--- config.mk ---
export PLATFORM = sky130hd
export DESIGN_NAME = effect_crossfade_router
export DESIGN_NICKNAME = d
export VERILOG_FILES = /design/src/rtl/audio_pkg.sv /design/src/rtl/xfade_lane.sv /design/src/rtl/effect_crossfade_router.sv
export SDC_FILE = /design/constraint.sdc
export NUM_CORES = 1
export LEC_CHECK = 0
export CELL_PAD_IN_SITES_DETAIL_PLACEMENT = 2
export CELL_PAD_IN_SITES_GLOBAL_PLACEMENT = 2
export CORE_UTILIZATION = 39
export DETAILED_ROUTE_END_ITERATION = 16
export GPL_ROUTABILITY_DRIVEN = 0
export GPL_TIMING_DRIVEN = 0
export MAX_ROUTING_LAYER = met4
export PLACE_DENSITY_LB_ADDON = 0.2
export SLEW_MARGIN = 25
export SYNTH_ARGS = -nofsm -noshare
export SYNTH_HDL_FRONTEND = slang
export SYNTH_SLANG_ARGS = --single-unit
--- constraint.sdc ---
create_clock -name clk -period 21.8 [get_ports clk]
set_clock_uncertainty 0.2 [all_clocks]
set_input_delay 4.36 -clock clk [delete_from_list [all_inputs] [get_ports clk]]
set_output_delay 4.36 -clock clk [all_outputs]
set_load 0.02 [all_outputs]
--- src/rtl/audio_pkg.sv ---
// Shared audio-path definitions: FSM state encodings, frame width helper and
// the one-hot switch decode used by switch-selected blocks.
package audio_pkg;

  localparam logic [0:0] ST_IDLE = 1'b0;
  localparam logic [0:0] ST_FADE = 1'b1;

  function automatic int FRAME_W(input int channels, input int sample_w);
    return channels * sample_w;
  endfunction

  // Exactly one bit i set (within the low n bits) gives i+1; anything else gives 0.
  function automatic int onehot_to_idx(input logic [31:0] v, input int n);
    int cnt;
    int idx;
    cnt = 0;
    idx = 0;
    for (int i = 0; i < 32; i++) begin
      if (i < n && v[i]) begin
        cnt = cnt + 1;
        idx = i + 1;
      end
    end
    return (cnt == 1) ? idx : 0;
  endfunction

endpackage

--- src/rtl/xfade_lane.sv ---
// One channel of the crossfade: (a*(2^L-k) + b*k) >>> L, floor rounding.
// MAKEUP_GAIN_EN adds a per-input left shift with signed saturation ahead of the mix.
module xfade_lane #(
  parameter int SAMPLE_W  = 16,
  parameter int FADE_LOG2 = 6
) (
  input  logic signed [SAMPLE_W-1:0] i_a,
  input  logic signed [SAMPLE_W-1:0] i_b,
  input  logic        [FADE_LOG2:0]  i_k,
`ifdef MAKEUP_GAIN_EN
  input  logic        [2:0]          i_shl_a,
  input  logic        [2:0]          i_shl_b,
`endif
  output logic signed [SAMPLE_W-1:0] o_y
);

  localparam int MW = SAMPLE_W + FADE_LOG2 + 2;
  localparam logic [FADE_LOG2:0] FADE_LEN = {1'b1, {FADE_LOG2{1'b0}}};

  logic signed [SAMPLE_W-1:0] w_a;
  logic signed [SAMPLE_W-1:0] w_b;

`ifdef MAKEUP_GAIN_EN
  localparam int GW = SAMPLE_W + 8;
  localparam logic signed [GW-1:0] SAT_MAX = {{(GW-SAMPLE_W+1){1'b0}}, {(SAMPLE_W-1){1'b1}}};
  localparam logic signed [GW-1:0] SAT_MIN = {{(GW-SAMPLE_W+1){1'b1}}, {(SAMPLE_W-1){1'b0}}};

  function automatic logic signed [SAMPLE_W-1:0] gain_sat(
    input logic signed [SAMPLE_W-1:0] s,
    input logic        [2:0]          shl
  );
    logic signed [GW-1:0] v;
    v = {{8{s[SAMPLE_W-1]}}, s} <<< shl;
    if (v > SAT_MAX)      return SAT_MAX[SAMPLE_W-1:0];
    else if (v < SAT_MIN) return SAT_MIN[SAMPLE_W-1:0];
    else                  return v[SAMPLE_W-1:0];
  endfunction

  assign w_a = gain_sat(i_a, i_shl_a);
  assign w_b = gain_sat(i_b, i_shl_b);
`else
  assign w_a = i_a;
  assign w_b = i_b;
`endif

  logic        [FADE_LOG2:0] w_ka;
  logic signed [MW-1:0]      w_ae;
  logic signed [MW-1:0]      w_be;
  logic signed [MW-1:0]      w_wa;
  logic signed [MW-1:0]      w_wb;
  logic signed [MW-1:0]      w_sum;
  logic signed [MW-1:0]      w_shr;

  assign w_ka  = FADE_LEN - i_k;
  assign w_ae  = {{(MW-SAMPLE_W){w_a[SAMPLE_W-1]}}, w_a};
  assign w_be  = {{(MW-SAMPLE_W){w_b[SAMPLE_W-1]}}, w_b};
  assign w_wa  = {{(MW-FADE_LOG2-1){1'b0}}, w_ka};
  assign w_wb  = {{(MW-FADE_LOG2-1){1'b0}}, i_k};
  // Convex combination: the shifted sum always fits back into SAMPLE_W.
  assign w_sum = w_ae * w_wa + w_be * w_wb;
  assign w_shr = w_sum >>> FADE_LOG2;
  assign o_y   = w_shr[SAMPLE_W-1:0];

endmodule

--- src/rtl/effect_crossfade_router.sv ---
// Frame-synchronous dry/effect selector feeding AudioDAC with a linear crossfade
// on every source change. Optional per-source makeup gain: MAKEUP_GAIN_EN.
//
// state | meaning
// IDLE  | passing the committed source cur_src straight through
// FADE  | mixing cur_src toward tgt, weight k advancing one step per frame
module effect_crossfade_router
  import audio_pkg::*;
#(
  parameter int SAMPLE_W  = 16,
  parameter int CHANNELS  = 2,
  parameter int NUM_FX    = 4,
  parameter int FADE_LOG2 = 6
`ifdef MAKEUP_GAIN_EN
  ,
  parameter logic [3*(NUM_FX+1)-1:0] GAIN_SHL = '0
`endif
) (
  input  logic                                            clk,
  input  logic                                            rst,
  input  logic                                            frame_valid,
  input  logic [CHANNELS*SAMPLE_W-1:0]                    dry_in,
  input  logic [NUM_FX*CHANNELS*SAMPLE_W-1:0]             fx_in,
  input  logic [NUM_FX-1:0]                               sel,
  output logic [CHANNELS*SAMPLE_W-1:0]                    audio_out,
  output logic                                            out_valid,
  output logic                                            busy,
  output logic [$clog2(NUM_FX+1)-1:0]                     cur_src
);

  localparam int FW    = FRAME_W(CHANNELS, SAMPLE_W);
  localparam int IDX_W = $clog2(NUM_FX + 1);
  localparam logic [FADE_LOG2:0] K_ONE  = {{FADE_LOG2{1'b0}}, 1'b1};
  localparam logic [FADE_LOG2:0] K_LAST = {1'b0, {FADE_LOG2{1'b1}}};

  logic [0:0]       r_state;
  logic [IDX_W-1:0] r_cur;
  logic [IDX_W-1:0] r_tgt;
  logic [IDX_W-1:0] r_pending;
  logic             r_pend_valid;
  logic [FADE_LOG2:0] r_k;
  logic [FW-1:0]    r_out;
  logic             r_out_valid;

  logic [0:0]       w_nxt_state;
  logic [IDX_W-1:0] w_nxt_cur;
  logic [IDX_W-1:0] w_nxt_tgt;
  logic [IDX_W-1:0] w_nxt_pending;
  logic             w_nxt_pend_valid;
  logic [FADE_LOG2:0] w_nxt_k;

  logic [IDX_W-1:0] w_dec;
  logic [IDX_W-1:0] w_a_idx;
  logic [IDX_W-1:0] w_b_idx;
  logic [FADE_LOG2:0] w_k;
  logic [FW-1:0]    w_src [NUM_FX+1];
  logic [FW-1:0]    w_src_a;
  logic [FW-1:0]    w_src_b;
  logic [FW-1:0]    w_mix;

  assign w_dec    = IDX_W'(onehot_to_idx(32'(sel), NUM_FX));
  assign w_src[0] = dry_in;

  for (genvar i = 0; i < NUM_FX; i++) begin : g_src
    assign w_src[i+1] = fx_in[i*FW +: FW];
  end

  always_comb begin
    w_nxt_state      = r_state;
    w_nxt_cur        = r_cur;
    w_nxt_tgt        = r_tgt;
    w_nxt_pending    = r_pending;
    w_nxt_pend_valid = r_pend_valid;
    w_nxt_k          = r_k;
    w_a_idx          = r_cur;
    w_b_idx          = r_cur;
    w_k              = '0;
    case (r_state)
      ST_IDLE: begin
        if (w_dec != r_cur) begin
          w_b_idx     = w_dec;
          w_k         = K_ONE;
          w_nxt_tgt   = w_dec;
          w_nxt_k     = K_ONE;
          w_nxt_state = ST_FADE;
        end
      end
      ST_FADE: begin
        if (r_k == K_LAST) begin
          // Return frame: commit tgt, then chain straight into any pending change.
          w_nxt_cur        = r_tgt;
          w_nxt_pend_valid = 1'b0;
          w_a_idx          = r_tgt;
          w_b_idx          = r_tgt;
          if (r_pend_valid && (r_pending != r_tgt)) begin
            w_b_idx   = r_pending;
            w_k       = K_ONE;
            w_nxt_tgt = r_pending;
            w_nxt_k   = K_ONE;
          end else begin
            w_nxt_state = ST_IDLE;
          end
        end else begin
          w_b_idx          = r_tgt;
          w_k              = r_k + K_ONE;
          w_nxt_k          = r_k + K_ONE;
          w_nxt_pending    = w_dec;
          w_nxt_pend_valid = 1'b1;
        end
      end
      default: w_nxt_state = ST_IDLE;
    endcase
  end

  always_comb begin
    w_src_a = '0;
    w_src_b = '0;
    for (int i = 0; i <= NUM_FX; i++) begin
      if (w_a_idx == IDX_W'(i)) w_src_a = w_src[i];
      if (w_b_idx == IDX_W'(i)) w_src_b = w_src[i];
    end
  end

`ifdef MAKEUP_GAIN_EN
  logic [2:0] w_shl_a;
  logic [2:0] w_shl_b;

  always_comb begin
    w_shl_a = '0;
    w_shl_b = '0;
    for (int i = 0; i <= NUM_FX; i++) begin
      if (w_a_idx == IDX_W'(i)) w_shl_a = GAIN_SHL[3*i +: 3];
      if (w_b_idx == IDX_W'(i)) w_shl_b = GAIN_SHL[3*i +: 3];
    end
  end
`endif

  // Channel 0 sits in the MS bits, matching the {left,right} packing.
  for (genvar c = 0; c < CHANNELS; c++) begin : g_lane
    xfade_lane #(
      .SAMPLE_W (SAMPLE_W),
      .FADE_LOG2(FADE_LOG2)
    ) u_lane (
      .i_a    (w_src_a[FW-1-c*SAMPLE_W -: SAMPLE_W]),
      .i_b    (w_src_b[FW-1-c*SAMPLE_W -: SAMPLE_W]),
      .i_k    (w_k),
`ifdef MAKEUP_GAIN_EN
      .i_shl_a(w_shl_a),
      .i_shl_b(w_shl_b),
`endif
      .o_y    (w_mix[FW-1-c*SAMPLE_W -: SAMPLE_W])
    );
  end

  always_ff @(posedge clk or negedge rst) begin
    if (!rst) begin
      r_state      <= ST_IDLE;
      r_cur        <= '0;
      r_tgt        <= '0;
      r_pending    <= '0;
      r_pend_valid <= 1'b0;
      r_k          <= '0;
      r_out        <= '0;
      r_out_valid  <= 1'b0;
    end else begin
      r_out_valid <= frame_valid;
      if (frame_valid) begin
        r_state      <= w_nxt_state;
        r_cur        <= w_nxt_cur;
        r_tgt        <= w_nxt_tgt;
        r_pending    <= w_nxt_pending;
        r_pend_valid <= w_nxt_pend_valid;
        r_k          <= w_nxt_k;
        r_out        <= w_mix;
      end
    end
  end

  assign audio_out = r_out;
  assign out_valid = r_out_valid;
  assign busy      = (r_state == ST_FADE);
  assign cur_src   = r_cur;

endmodule
==> flow_summary.ini <==
[outcome]
status = finished, final reports clean

[worst_setup_path]
regToRegSetupSlack_ps = 9050
critPathCaptureType = register
critPathRequiredTime_ps = 21850
rr_endpoint = audio_out[15]
worst_path_largest_cell_delay_ps = 870
cp.arrival_ps = 17710
cp_max_fo = 10
cp_slowest_cell = clkbuf_1
r2r_cells = 36
cp-start-kind = primary input
r2r-start = r_tgt[0]
cp_num_buf_inv = 11
critPathTopFamily = adder cells
crit_type = primary input to register

[cts]
cts_resized = 0
clockBufferDepth = 2
clkTransAtPathRegs_ps = 90
postCtsHoldBufs = 0
clkSinkCount = 51
cts_tree = built
cts_buffers = 5
cts-root-buf = clkbuf_16
post_cts_buffers = 0
clk_latency_ps = 370
htreeDepth = 2

[yosys]
yosys.cell_types.count = 76
yosys.area.top_type = fa_1
netlist_area_sq_um = 20400
synthSimpleGateAreaFrac_pct = 18.7
yosysTopAreaCellShare_pct = 38.3
synth_top_family_by_area = adder cells
synth_cells = 2525
ys_seq_area_share_pct = 6.26
synth_nets = 3228
ys_ff_latch = 51
synth_edf_count = 0
synth.area.mux_share_pct = 2.90
synth-compound-area-share_pct = 10.0
synthAdderAreaFrac_pct = 47.2
yosys.area_share.xor_xnor_pct = 3.33
synth_area_leaders = fa_1 38%, inv_1 9.4%, ha_1 9.0%
ys.warnings.count = 0
synth.avg_cell_area_sq_um = 8.08
dominantRegCellSynth = dfrtp_1
async_flop_share_pct = 100

[detailed_routing]
final_antenna_net_count = 0
drt_iter0_markers = 1466
wire_per_inst_um = 29.9
vias = 20100
routed_via_density = 5.85
routed_wl_mm = 103
drc = 0
drt-pass1-iter-count = 6

[timing]
setup_slack_ps = 4140
maxSlewHeadroom_pct = 18.1
period_minus_slack_ps = 17660
period_share_pct = 81.0
hold_violations = 0
tightest_slew_ps = 1230
fin_setup_tns_ps = 0
rsz0062_at_grt = no
slew_viol_final = 0
max_freq_mhz = 56.6
finalSetupViolCount = 0

[min_path]
hold_end = audio_out[10]
hold_depth = 1
hp-start = audio_out[10]
min_path_type = register to register

[floorplan]
num_rows = 83
coreArea_sq_um = 51500
ioPinCount = 204
die_height_um = 231
die_x_um = 231
initial_core_util_pct = 39.6
dieArea_sq_um = 53200

[grt]
grt_start_max_net_pins = 29
antenna_found_initial = 3
grt.total_usage_pct = 40.6
first_global_vias = 23600
grt_first_pass_wirelength_mm = 151
grt-ovfl-total = 0

[final_layout]
nets = 3457
fin_area_sq_um = 23700
drive_gt1_share_pct = 3.96
area_growth_pct = 16.2

[placed_design]
hpwlAfterDp_mm = 86.6
io_buffers = 202
dpl_cell_area_sq_um = 23500
dp_slack_ps = 4120

[flow_run]
drv_cap = 0
## layer usage
| layer | track usage [%] | vias up | routed length [um] |
|---|---|---|---|
| met4 | 23.8 | 0 | 6870 |
| li1 | - | 8271 | - |
| met1 | 44.9 | 10600 | 37800 |
| met2 | 68.1 | 925 | 50300 |
| met5 | - | - | 0 |
| met3 | 7.60 | 348 | 7580 |
## sequential cells by signal, indices dropped and copies added, names as in the netlist
name	cells
r_k	7
out_valid	1
r_pending	3
audio_out	32
r_pend_valid	1
busy	1
cur_src	3
r_tgt	3
## cells in the mapped netlist, drive strengths merged (13+ instances only)
master	n
nor2	263
nor3	19
nand3	35
clkbuf	87
mux2	32
xnor2	49
mux2i	23
ha	146
dfrtp	51
xor2	26
nand2	442
fa	390
a31oi	34
inv	514
buf	23
and2	28
a21oi	62
nand2b	42
o21ai	56
a22oi	48
a21o	13
## final cells by class
cell class              count  area, sq um
diodes                      1         2.50
plain buffers             110          433
clock buffers               5          125
clock inverters             3         28.8
fillers                  5830        27800
inverters                 514         1930
multi-input cells        1850        16800
flip-flops and latches     51         1280
well taps                 680          851
repair buffers            222         2210
## cells by family after synthesis
logic type                 after synthesis
AOI/OAI and AO/OA                      297
xor gates and xnor gates                76
adders and majority gates              536
buffers and inverters                  624
DFF                                     51
muxes                                   55
and+or+nand+nor                        886
## stage by stage
| step | hold WS, ps | cells | util (%) |
|---|---|---|---|
| 4_1_cts | 309 | 3434 | 46.0 |
| 2_1_floorplan | 316 | 2525 | - |
| 3_5_place_dp | 283 | 3426 | 45.7 |
| 5_1_grt | 330 | 3436 | 46.0 |
| 6_report | 301 | 3436 | 46.0 |
| 3_3_place_gp | 265 | 3407 | 45.2 |
## worst max path at each step
| stage | start | to | slack (ps) | depth (start not counted) |
|---|---|---|---|---|
| finish | sel[1] | audio_out[15] | 4140 | 41 |
| global route | sel[1] | audio_out[15] | 3910 | 42 |
| CTS | sel[1] | audio_out[15] | 4320 | 41 |
| detailed placement | sel[1] | audio_out[15] | 4120 | 41 |
| global placement | sel[0] | audio_out[15] | 4630 | 39 |
| floorplan | sel[0] | audio_out[15] | 7860 | 40 |
## placed cells by master, fill, tap and decap left out, types with 11 or more instances in the layout
master             n
nor2_1           260
nand2b_1          42
a31oi_1           34
clkdlybuf4s50_1  201
mux2i_1           23
ha_1             146
dfrtp_1           51
a21oi_1           62
clkbuf_1          83
buf_2             13
a22oi_1           48
nand2_1          442
o21ai_1           17
xor2_1            26
mux2_2            32
nor3_1            17
nand3_1           35
inv_1            513
a21o_1            13
xnor2_1           43
o21ai_0           35
fa_1             390
and2_1            28
buf_1             11
Power is left out: the tool's default activity adds up to more than one toggle a clock period on the data nets, which glitch-free logic cannot reach.
